--- src/rtl/alu_regfile_dmem_pkg.sv ---
// rtl/alu_regfile_dmem_pkg.sv - shared widths and ALU opcodes for the execute/memory/writeback slice
package alu_regfile_dmem_pkg;

   localparam int DATA_W  = 16;
   localparam int REG_AW  = 3;
   localparam int DMEM_AW = 3;

   localparam logic [2:0] ALU_ADD = 3'b000;
   localparam logic [2:0] ALU_SUB = 3'b001;
   localparam logic [2:0] ALU_NOT = 3'b010;
   localparam logic [2:0] ALU_SHL = 3'b011;
   localparam logic [2:0] ALU_SHR = 3'b100;
   localparam logic [2:0] ALU_AND = 3'b101;
   localparam logic [2:0] ALU_OR  = 3'b110;
   localparam logic [2:0] ALU_SLT = 3'b111;

endpackage

--- src/rtl/alu_regfile_dmem_alu16.sv ---
// rtl/alu_regfile_dmem_alu16.sv - combinational 8-operation ALU with zero flag
module alu16
   import alu_regfile_dmem_pkg::*;
#(
   parameter int W = DATA_W
) (
   input  logic [W-1:0] a,
   input  logic [W-1:0] b,
   input  logic [2:0]   alu_control,
   output logic [W-1:0] result,
   output logic         zero
);

   // Shift amount is always the low nibble of b, independent of W.
   logic [3:0] shamt;
   assign shamt = b[3:0];

   always_comb begin
      result = '0;
      case (alu_control)
         ALU_ADD: result = a + b;
         ALU_SUB: result = a - b;
         ALU_NOT: result = ~a;
         ALU_SHL: result = a << shamt;
         ALU_SHR: result = a >> shamt;
         ALU_AND: result = a & b;
         ALU_OR:  result = a | b;
         ALU_SLT: result = {{(W-1){1'b0}}, (a < b)};
         default: result = '0;
      endcase
   end

   assign zero = (result == '0);

endmodule

--- src/rtl/alu_regfile_dmem.sv ---
// rtl/alu_regfile_dmem.sv - register file, ALU, data memory and write-back mux
module alu_regfile_dmem
   import alu_regfile_dmem_pkg::*;
(
   input  logic              clk,
   input  logic              reset,
   input  logic [REG_AW-1:0] rd_addr_1,
   input  logic [REG_AW-1:0] rd_addr_2,
   input  logic [REG_AW-1:0] wr_dest,
   input  logic              reg_write_en,
   input  logic [DATA_W-1:0] imm,
   input  logic              alu_src,
   input  logic [2:0]        alu_control,
   input  logic              mem_read,
   input  logic              mem_write,
   input  logic              mem_to_reg,
   output logic [DATA_W-1:0] rd_data_1,
   output logic [DATA_W-1:0] rd_data_2,
   output logic [DATA_W-1:0] alu_result,
   output logic              zero,
   output logic [DATA_W-1:0] mem_rd_data,
   output logic [DATA_W-1:0] wb_data
);

   localparam int NREGS  = 1 << REG_AW;
   localparam int NWORDS = 1 << DMEM_AW;

   logic [DATA_W-1:0]  regs [NREGS];
   logic [DATA_W-1:0]  mem  [NWORDS];
   logic [DATA_W-1:0]  operand_b;
   logic [DMEM_AW-1:0] mem_addr;

   assign rd_data_1 = regs[rd_addr_1];
   assign rd_data_2 = regs[rd_addr_2];
   assign operand_b = alu_src ? imm : rd_data_2;

   alu16 #(.W(DATA_W)) u_alu (
      .a           (rd_data_1),
      .b           (operand_b),
      .alu_control (alu_control),
      .result      (alu_result),
      .zero        (zero)
   );

   // Upper address bits are dropped so accesses wrap around the small memory.
   assign mem_addr    = alu_result[DMEM_AW-1:0];
   assign mem_rd_data = mem_read ? mem[mem_addr] : '0;
   assign wb_data     = mem_to_reg ? mem_rd_data : alu_result;

   always_ff @(posedge clk) begin
      if (reset) begin
         for (int i = 0; i < NREGS; i++) regs[i] <= '0;
      end else if (reg_write_en) begin
         regs[wr_dest] <= wb_data;
      end
   end

   always_ff @(posedge clk) begin
      if (reset) begin
         for (int i = 0; i < NWORDS; i++) mem[i] <= '0;
      end else if (mem_write) begin
         mem[mem_addr] <= rd_data_2;
      end
   end

endmodule

--- config.mk ---
export PLATFORM = sky130hd
export DESIGN_NAME = alu_regfile_dmem
export DESIGN_NICKNAME = d
export VERILOG_FILES = /design/src/rtl/alu_regfile_dmem_pkg.sv /design/src/rtl/alu_regfile_dmem_alu16.sv /design/src/rtl/alu_regfile_dmem.sv
export SDC_FILE = /design/constraint.sdc
export NUM_CORES = 1
export LEC_CHECK = 0
export BUFFER_PORTS_ARGS = -buffer_cell sky130_fd_sc_hd__clkbuf_2
export CELL_PAD_IN_SITES_DETAIL_PLACEMENT = 0
export CELL_PAD_IN_SITES_GLOBAL_PLACEMENT = 1
export CORE_UTILIZATION = 49
export CTS_CLUSTER_DIAMETER = 50
export DETAILED_ROUTE_END_ITERATION = 7
export GPL_ROUTABILITY_DRIVEN = 1
export PLACE_DENSITY_LB_ADDON = 0.1
export SLEW_MARGIN = 30
export SYNTH_ARGS = -nofsm -noshare
export SYNTH_HDL_FRONTEND = slang
export SYNTH_SLANG_ARGS = --single-unit
--- constraint.sdc ---
create_clock -name clk -period 7.7 [get_ports clk]
set_input_delay 0.77 -clock clk [delete_from_list [all_inputs] [get_ports clk]]
set_output_delay 0.77 -clock clk [all_outputs]
set_load 0.05 [all_outputs]
### Word level (Yosys, flattened, before mapping)

Memories as Yosys holds them, arrays and structs flattened.
Cells that the tools add are included.

* bits of input ports: 35
* register bits after elaboration: 0
* memories kept: 2
* word-level logic and storage cells: 39
* bits in writable memories: 256
* output and inout bits: 81

* $lt $le $gt $ge: 1
* add/subtract/negate cells: 2
* reduce and logical (&&, ||, !) cells: 4
* bitwise gates (word level): 3
* shifts and indexed selects: 2
* muxes and demuxes: 18
* equal/unequal tests: 7

Memories
* mem: depth 8, width 16, rd ports 1, clocked after Yosys merged registers in 0, write ports 8, line alu_regfile_dmem.sv:29 `logic [DATA_W-1:0] mem [NWORDS];`
* regs: depth 8, width 16, rd ports 2, clocked after Yosys merged registers in 0, write ports 8, line alu_regfile_dmem.sv:28 `logic [DATA_W-1:0] regs [NREGS];`

Operators by type and width (number)
* $pmux W16 S8: 1
* $mux W16: 5
* $reduce_or A16 Y1: 2
* $add A16 B16 Y16: 1
* $and A16 B16 Y16: 1
* $logic_not A16 Y1: 1
* $lt A16 B16 Y1: 1
* $not A16 Y16: 1
* $or A16 B16 Y16: 1
* $shl A16 B4 Y16: 1
* $shr A16 B4 Y16: 1
* $sub A16 B16 Y16: 1
* $eq A3 B3 Y1 const B: 4
* $mux W1: 10
* $eq A3 B2 Y1 const B: 2
* $mux W3: 2
* $eq A3 B1 Y1 const B: 1
* $logic_not A3 Y1: 1

### Depth between registers and ports, before layout

Gate-level depths: netlist of run 1.
An unclocked memory read counts as a cell.

* depth after elaboration: 8
* gate-level depth with buffers: 24
* gate-level depth less buffers: 18

### Modules after synthesis

Synthesis of run 1 repeated with hierarchy kept, for this count alone.

* cell total of the unflattened synthesis: 1541
* area, all modules: 17469.3 sq um

Modules (own cells, without submodules)
* alu_regfile_dmem: area each 13312.8 sq um, seq. area each 7687.4 sq um, cells an instance 974, times used 1
* alu16: area each 4156.5 sq um, seq. area each 0.0 sq um, cells an instance 567, times used 1

### Worst setup path after synthesis of run 1

OpenSTA, ideal clock, no wires.

* path type: in2out
* from: input port rd_addr_2[0]
* to: output port wb_data[10]
* arrival time: 6.218 ns
* required time: 6.930 ns
* stages: 19
* setup slack: 0.712 ns
* path buffers: 5
* path through: buf_4 -> buf_6 -> buf_1 -> mux4_2 -> mux2i_1 -> a21o_1 -> ha_1 -> clkbuf_1 -> o21ai_0 -> or2_2 -> a31oi_1 -> a22o_1 -> a31oi_1 -> o21ai_1 -> clkbuf_1 -> a221oi_1 -> a32oi_1 -> o211ai_4 -> mux2i_1

* word-level cells in the longest chain between the ends: 7
* elaborated cells between the ends (all ways): 13
* those cells by class: add/sub: 2; order compare: 1; shift: 2; mux: 4; bitwise: 2; memory: 2

RTL lines
* from (decl): line alu_regfile_dmem.sv:8 `input logic [REG_AW-1:0] rd_addr_2,`
* $mem_v2 Z8 W16 (*)
* $mux W16 (*): line alu_regfile_dmem.sv:35 `assign operand_b = alu_src ? imm : rd_data_2;`
* $sub A16 B16 Y16 (tied with other cells): line alu_regfile_dmem_alu16.sv:22 `ALU_SUB: result = a - b;`
* $pmux W16 S8 (*): line alu_regfile_dmem_alu16.sv:20 `case (alu_control)`
* $mem_v2 Z8 W16
* $mux W16: line alu_regfile_dmem.sv:47 `assign mem_rd_data = mem_read ? mem[mem_addr] : '0;`
* $mux W16 (*): line alu_regfile_dmem.sv:48 `assign wb_data = mem_to_reg ? mem_rd_data : alu_result;`
* to (decl): line alu_regfile_dmem.sv:22 `output logic [DATA_W-1:0] wb_data`

Mark *: on every way between the ends. The rest lies on a longest branch, timed or not.

### Final worst setup path of run 1

* from: input port rd_addr_2[0]
* to: output port wb_data[5]

The elaborated chain is that of the path after synthesis.

==> impl_metrics.yaml, run 1 <==
outcome:
  status: "finished with violations"
  violations: "DRC"
timing:
  tns_ps: 0
  timing.final.crit_share_pct: 96.0
  setup_violations: 0
  finalHoldViolations: 0
  fin_crit_ps: 7390
  slew_headroom_pct: 29.5
  fin_skew_ps: 32.6
  worst_pin_slew_ps: 1050
  rsz0062_at_grt: "no"
  fmax_mhz: 135
  layout_setup_ws_ps: 307
  drv_slew: 0
place:
  io_buffers: 115
  place.gp.congestion: 0.951
  placed_cell_area_um2: 19400
  dp_worst_setup_slack_ps: 403
  dp_hpwl_um: 47300
flow_run:
  max_cap_violations: 0
worst_hold_path:
  whs_path_depth: 2
  hp-class: "in -> reg"
floorplan:
  coreArea_um2: 35700
  boundaryPins: 116
  start_util_pct: 49.9
  rows: 69
  dieArea_um2: 37100
  die_h_um: 193
  die_w_um: 193
route:
  drc: 24
  vias: 15900
  drt-initial-drc-count: 1902
  via_per_inst: 6.88
  drtPass1Iterations: 8
  wl_per_cell_um: 29.6
  postRouteAntennaNets: 0
  totalWireLength_um: 68400
synth:
  ys.flop_type: "edfxtp_1"
  synth.area.top_cells: "edfxtp_1 43%, mux4_2 6.3%, o22ai_1 5.0%"
  synth_cell_types: 82
  synthArstFlopShare_pct: 0
  syn_nets: 1834
  syn_area_um2: 17800
  syn_avg_cell_area_um2: 10.2
  synth-warning-count: 0
  synth_edf_count: 256
  synth_seq_cells: 256
  synth_area_leader_cell: "edfxtp_1"
  synth_top_cell_area_share_pct: 43.2
  yosysSeqAreaShare_pct: 43.2
  syn_inst: 1748
layout:
  nets: 1915
  stdcell_area_um2: 20300
  syn_to_final_growth_pct: 14.3
  mostFrequentLayoutCell: "edfxtp_1"
  fillers: 3090
  drive_gt1_share_pct: 20.2
  final_cell_mix: "256 x edfxtp_1, 193 x nor2_1, 140 x o22ai_1, 112 x inv_1, 99 x nand2_1"
  regArea_um2: 7690
  multi_input_area_um2: 9020
clocking:
  cts_inserted_buffers: 30
  htreeDepth: 1
  cts_sinks: 256
  cts_root_buf: "clkbuf_16"
  postCtsHoldBufs: 0
  cts-root-to-sink-buffers: 3
  cts_resized: 0
  clk_pin_slew_ps: 60
  post-cts-setup-buffer-count: 0
  cts_tree: "done"
  worst_skew_pair.late_latency_ps: 580
grt:
  grt_pass1_wl_um: 99200
  grt_overflow: 0
  grt_use_total_pct: 36.7
  antenna_found_initial: 1
  grt_max_degree: 47
  grt_pass1_vias: 14900
worst_setup_path:
  worstPathRequired_ps: 6930
  crit_path_end_kind: "primary output"
  arrival_ps: 6620
  reg2reg_depth: 16
  worstSetupPathType: "in -> out"
  path_max_fanout: 18
  cp-start-kind: "input pin"
power:
  max-vdd-ir-drop_uv: 202
  power_density_nw_per_um2: 238
  p_leak_nw: 7.84
  total_power_mw: 4.83
-- flip-flops by register name, indices dropped and copies added, names as in the netlist --
name and flops:
mem 128, regs 128
-- final timing paths --
path | slack (ps) | end | from
max | 310 | wb_data[5] | rd_addr_2[0]
min | 1000 | regs[7][12] | reg_write_en
max reg2reg | 1630 | mem[2][0] | regs[6][0]
min reg2reg | 1050 | regs[6][3] | mem[6][3]
-- metal layers --
metal  global-route usage [%]  wire [um]  share of wire, %
met1                     51.1      27300                40
met3                     7.09       7320                11
met4                     14.0       2600               3.8
met5                        0          0                 0
met2                     56.6      31200                46
-- per-stage QoR --
stage	utilization (%)	std cells	hold WS, ps
after CTS	57.0	2313	996
after global placement	54.3	2257	983
after global routing	57.1	2314	1020
after floorplan	-	1748	899
final	57.1	2315	1000
after detailed placement	54.3	2257	1020
-- cell usage after synthesis (6+ instances only) --
cell       number
a221oi_1       22
nand2_1        99
mux2i_1        85
ha_1           49
nand3_1        68
a31oi_1        23
o211ai_4        8
a21oi_1        54
clkbuf_1       96
edfxtp_1      256
o22ai_1       141
o211ai_2       24
a221o_1         8
o21ai_0        78
buf_2          36
o2111ai_1      10
nor2_1        195
o21a_1         14
a21o_1         17
nor2b_1         7
buf_1           8
mux4_2         50
o32ai_1        17
a211oi_1       16
buf_4          10
a32oi_1        17
xnor2_1         9
o31ai_1         6
o211ai_1       30
mux2_2          8
nand2b_1       17
inv_1         112
nor3_1         32
o22a_1          8
or2_2           7
o221ai_1        8
-- power by group --
part	total, mW	leakage (nW)	internal [mW]	switching, mW
registers	1.64	2.66	1.61	0.0313
logic	1.81	4.73	0.565	1.25
clock network	1.37	0.458	0.783	0.590
-- layout make-up --
cell class	count	share of cell area, %
flip-flops and latches	256	37.8
clock buffers	34	3.76
multi-input cells	1221	44.3
clock inverters	22	0.898
diodes	1	0.0123
well taps	461	2.84
inverters	117	2.16
repair buffers	203	8.20
-- cell families (layout without fill, tap and decap cells) --
logic type | after synthesis | in the layout | share of synthesized area, %
buffers and inverters | 271 | 376 | 6.37
multiplexers | 144 | 144 | 11.7
XOR/XNOR | 11 | 11 | 0.541
other | 0 | 1 | 0
AND/OR/NAND/NOR | 454 | 454 | 11.2
flip-flops | 256 | 256 | 43.2
AO/OA/AOI/OAI | 561 | 561 | 23.3
adder cells (fa/ha/maj) | 51 | 51 | 3.67
-- critical path, stage by stage --
cell       delay, ps
clkbuf_2         390
buf_4            270
mux4_2           500
mux2i_1          560
a21o_1           270
ha_1             290
o21ai_0          130
o2bb2ai_1        130
a31oi_1          280
a22o_1           270
a31oi_1          210
o21a_1           280
nor2_2           530
buf_4            370
a32oi_1          200
o211ai_2         580
mux2i_1          330
buf_12           240
No activity file was read; power rests on OpenSTA's default activity.
==> run 2, diff against run 1 <==
==> constraint.sdc (replaced) <==
create_clock -name clk -period 7.7 [get_ports clk]
set_input_delay 0.77 -clock clk [delete_from_list [all_inputs] [get_ports clk]]
set_output_delay 0.77 -clock clk [all_outputs]
set_load 0.1 [all_outputs]
==> impl_metrics.yaml, run 2 (same netlist as run 1, synthesis figures left out) <==
layout:
  reg_top3: "mem: 128 flops, regs: 128 flops"
  fin_util_pct: 58.1
  nets: 1902
  final_cell_mix: "256 x edfxtp_1, 193 x nor2_1, 140 x o22ai_1, 112 x inv_1, 99 x nand2_1"
  drive_gt1_share_pct: 20.8
  mostFrequentLayoutCell: "edfxtp_1"
  syn_to_final_growth_pct: 16.3
flow_run:
  max_cap_violations: 0
floorplan:
  die_w_um: 193
  start_util_pct: 49.9
  die_h_um: 193
  coreArea_um2: 35700
  rows: 69
  boundaryPins: 116
  dieArea_um2: 37100
clocking:
  cts-root-to-sink-buffers: 3
  htreeDepth: 1
  worst_skew_pair.late_latency_ps: 570
  clk_pin_slew_ps: 60
  cts_resized: 0
  cts_tree: "done"
  postCtsHoldBufs: 0
  cts_sinks: 256
  post-cts-setup-buffer-count: 0
  cts_inserted_buffers: 29
  cts_root_buf: "clkbuf_16"
timing:
  tns_ps: 0
  fin_crit_ps: 7390
  fin_skew_ps: 17.2
  worst_pin_slew_ps: 1070
  setup_violations: 0
  slew_headroom_pct: 28.7
  finalHoldViolations: 0
  fmax_mhz: 135
  drv_slew: 0
  timing.final.crit_share_pct: 95.9
  rsz0062_at_grt: "no"
worst_setup_path:
  path_max_fanout: 12
  path_common_cell: "or2_2"
  critPathCapture: "wb_data[3]"
  crit_path_end_kind: "primary output"
  setup.worst_path.start: "rd_addr_1[1]"
  worstPathRequired_ps: 6930
  max_stage_delay_ps: 660
  cp-start-kind: "input pin"
  r2r_slack_ps: 1390
  r2r_start: "regs[6][0]"
  path_cells: "clkbuf_2, or2_2, o22ai_1, or2_2, inv_1, ha_1, inv_1, fa_1, a211oi_1, or2_2, a31oi_1, a22o_1, a31oi_1, o21a_1, nor2_2, buf_4, a32oi_1, o211ai_2, mux2i_2, buf_12"
  reg2reg_depth: 18
  worst_r2r_endpoint: "mem[3][11]"
  arrival_ps: 6620
  slowest_stage: "a32oi_1"
  worstSetupPathType: "in -> out"
place:
  dp_hpwl_um: 46200
  io_buffers: 115
  place.gp.congestion: 1.00
power:
  total_power_mw: 5.24
  p_leak_nw: 7.89
  max-vdd-ir-drop_uv: 209
  power_density_nw_per_um2: 253
route:
  top_layer: "met5"
  dr_wl_met3_um: 7100
  drc: 10
  drt-initial-drc-count: 2140
  wl_per_cell_um: 29.5
  via_per_inst: 6.94
  drtPass1Iterations: 8
  drt-met1-wl_um: 27400
  vias: 16000
  totalWireLength_um: 67900
  route.met2.wl_um: 30100
  postRouteAntennaNets: 0
grt:
  grt_pass1_wl_um: 97900
  grt_pass1_vias: 15000
  grt_use_total_pct: 36.6
  antenna_found_initial: 2
  grt_overflow: 0
  grt_max_degree: 47
outcome:
  status: "finished with violations"
  violations: "DRC"
worst_hold_path:
  hp-class: "reg -> reg"
## run 2: cell count changes in the layout (fill, tap and decap cells not counted), moves of 4 or more
cell	previous run	this run
buf_12	29	54
clkbuf_2	89	66
mux2i_1	84	72
clkinv_1	10	6
buf_4	84	71
mux2i_2	1	13
## run 2: where the power goes
group          switching (mW)  internal (mW)
Combinational            1.54          0.639
Sequential             0.0298           1.61
Clock                   0.586          0.830
## run 2: worst min-delay path by stage
stage | start | end | slack (ps) | cells past startpoint
after detailed placement | mem[7][2] | regs[7][2] | 1000 | 4
final | mem[7][2] | regs[4][2] | 1030 | 4
after global placement | mem[7][2] | regs[4][2] | 1000 | 4
after CTS | mem_write | mem[2][7] | 1020 | 6
after floorplan | mem[6][0] | regs[0][0] | 900 | 4
after global routing | reg_write_en | regs[4][0] | 1040 | 2
## run 2: stage by stage
stage | cell area [um2] | worst slack (ps) | hold WS [ps] | instances
floorplan | 17900 | 38.2 | 899 | 1748
global placement | 19700 | 566 | 1000 | 2246
detailed placement | 19700 | 455 | 1000 | 2246
CTS | 20700 | 437 | 1020 | 2300
global route | 20700 | 152 | 1040 | 2301
finish | 20700 | 312 | 1030 | 2301
## run 2: cell type report
class	count	area (um2)
Antenna cell	1	2.50
Clock buffer	34	744
Clock inverter	20	219
Fill cell	3005	14900
Inverter	117	439
Multi-Input combinational cell	1221	9090
Sequential cell	256	7690
Tap cell	461	577
Timing Repair Buffer	191	1940
## run 2: layer usage
layer | vias to the layer above | track usage, %
li1 | 6893 | -
met1 | 7836 | 51.5
met2 | 1055 | 54.9
met3 | 184 | 6.20
met4 | 2 | 17.0
met5 | - | 0
## run 2: worst max-delay path, delay by kind of cell
| family | cells | cell delay, ps |
|---|---|---|
| AOI/OAI and AO/OA | 8 | 2830 |
| and+or+nand+nor | 4 | 1090 |
| buffers and inverters | 5 | 890 |
| adders and majority gates | 2 | 700 |
| muxes | 1 | 310 |
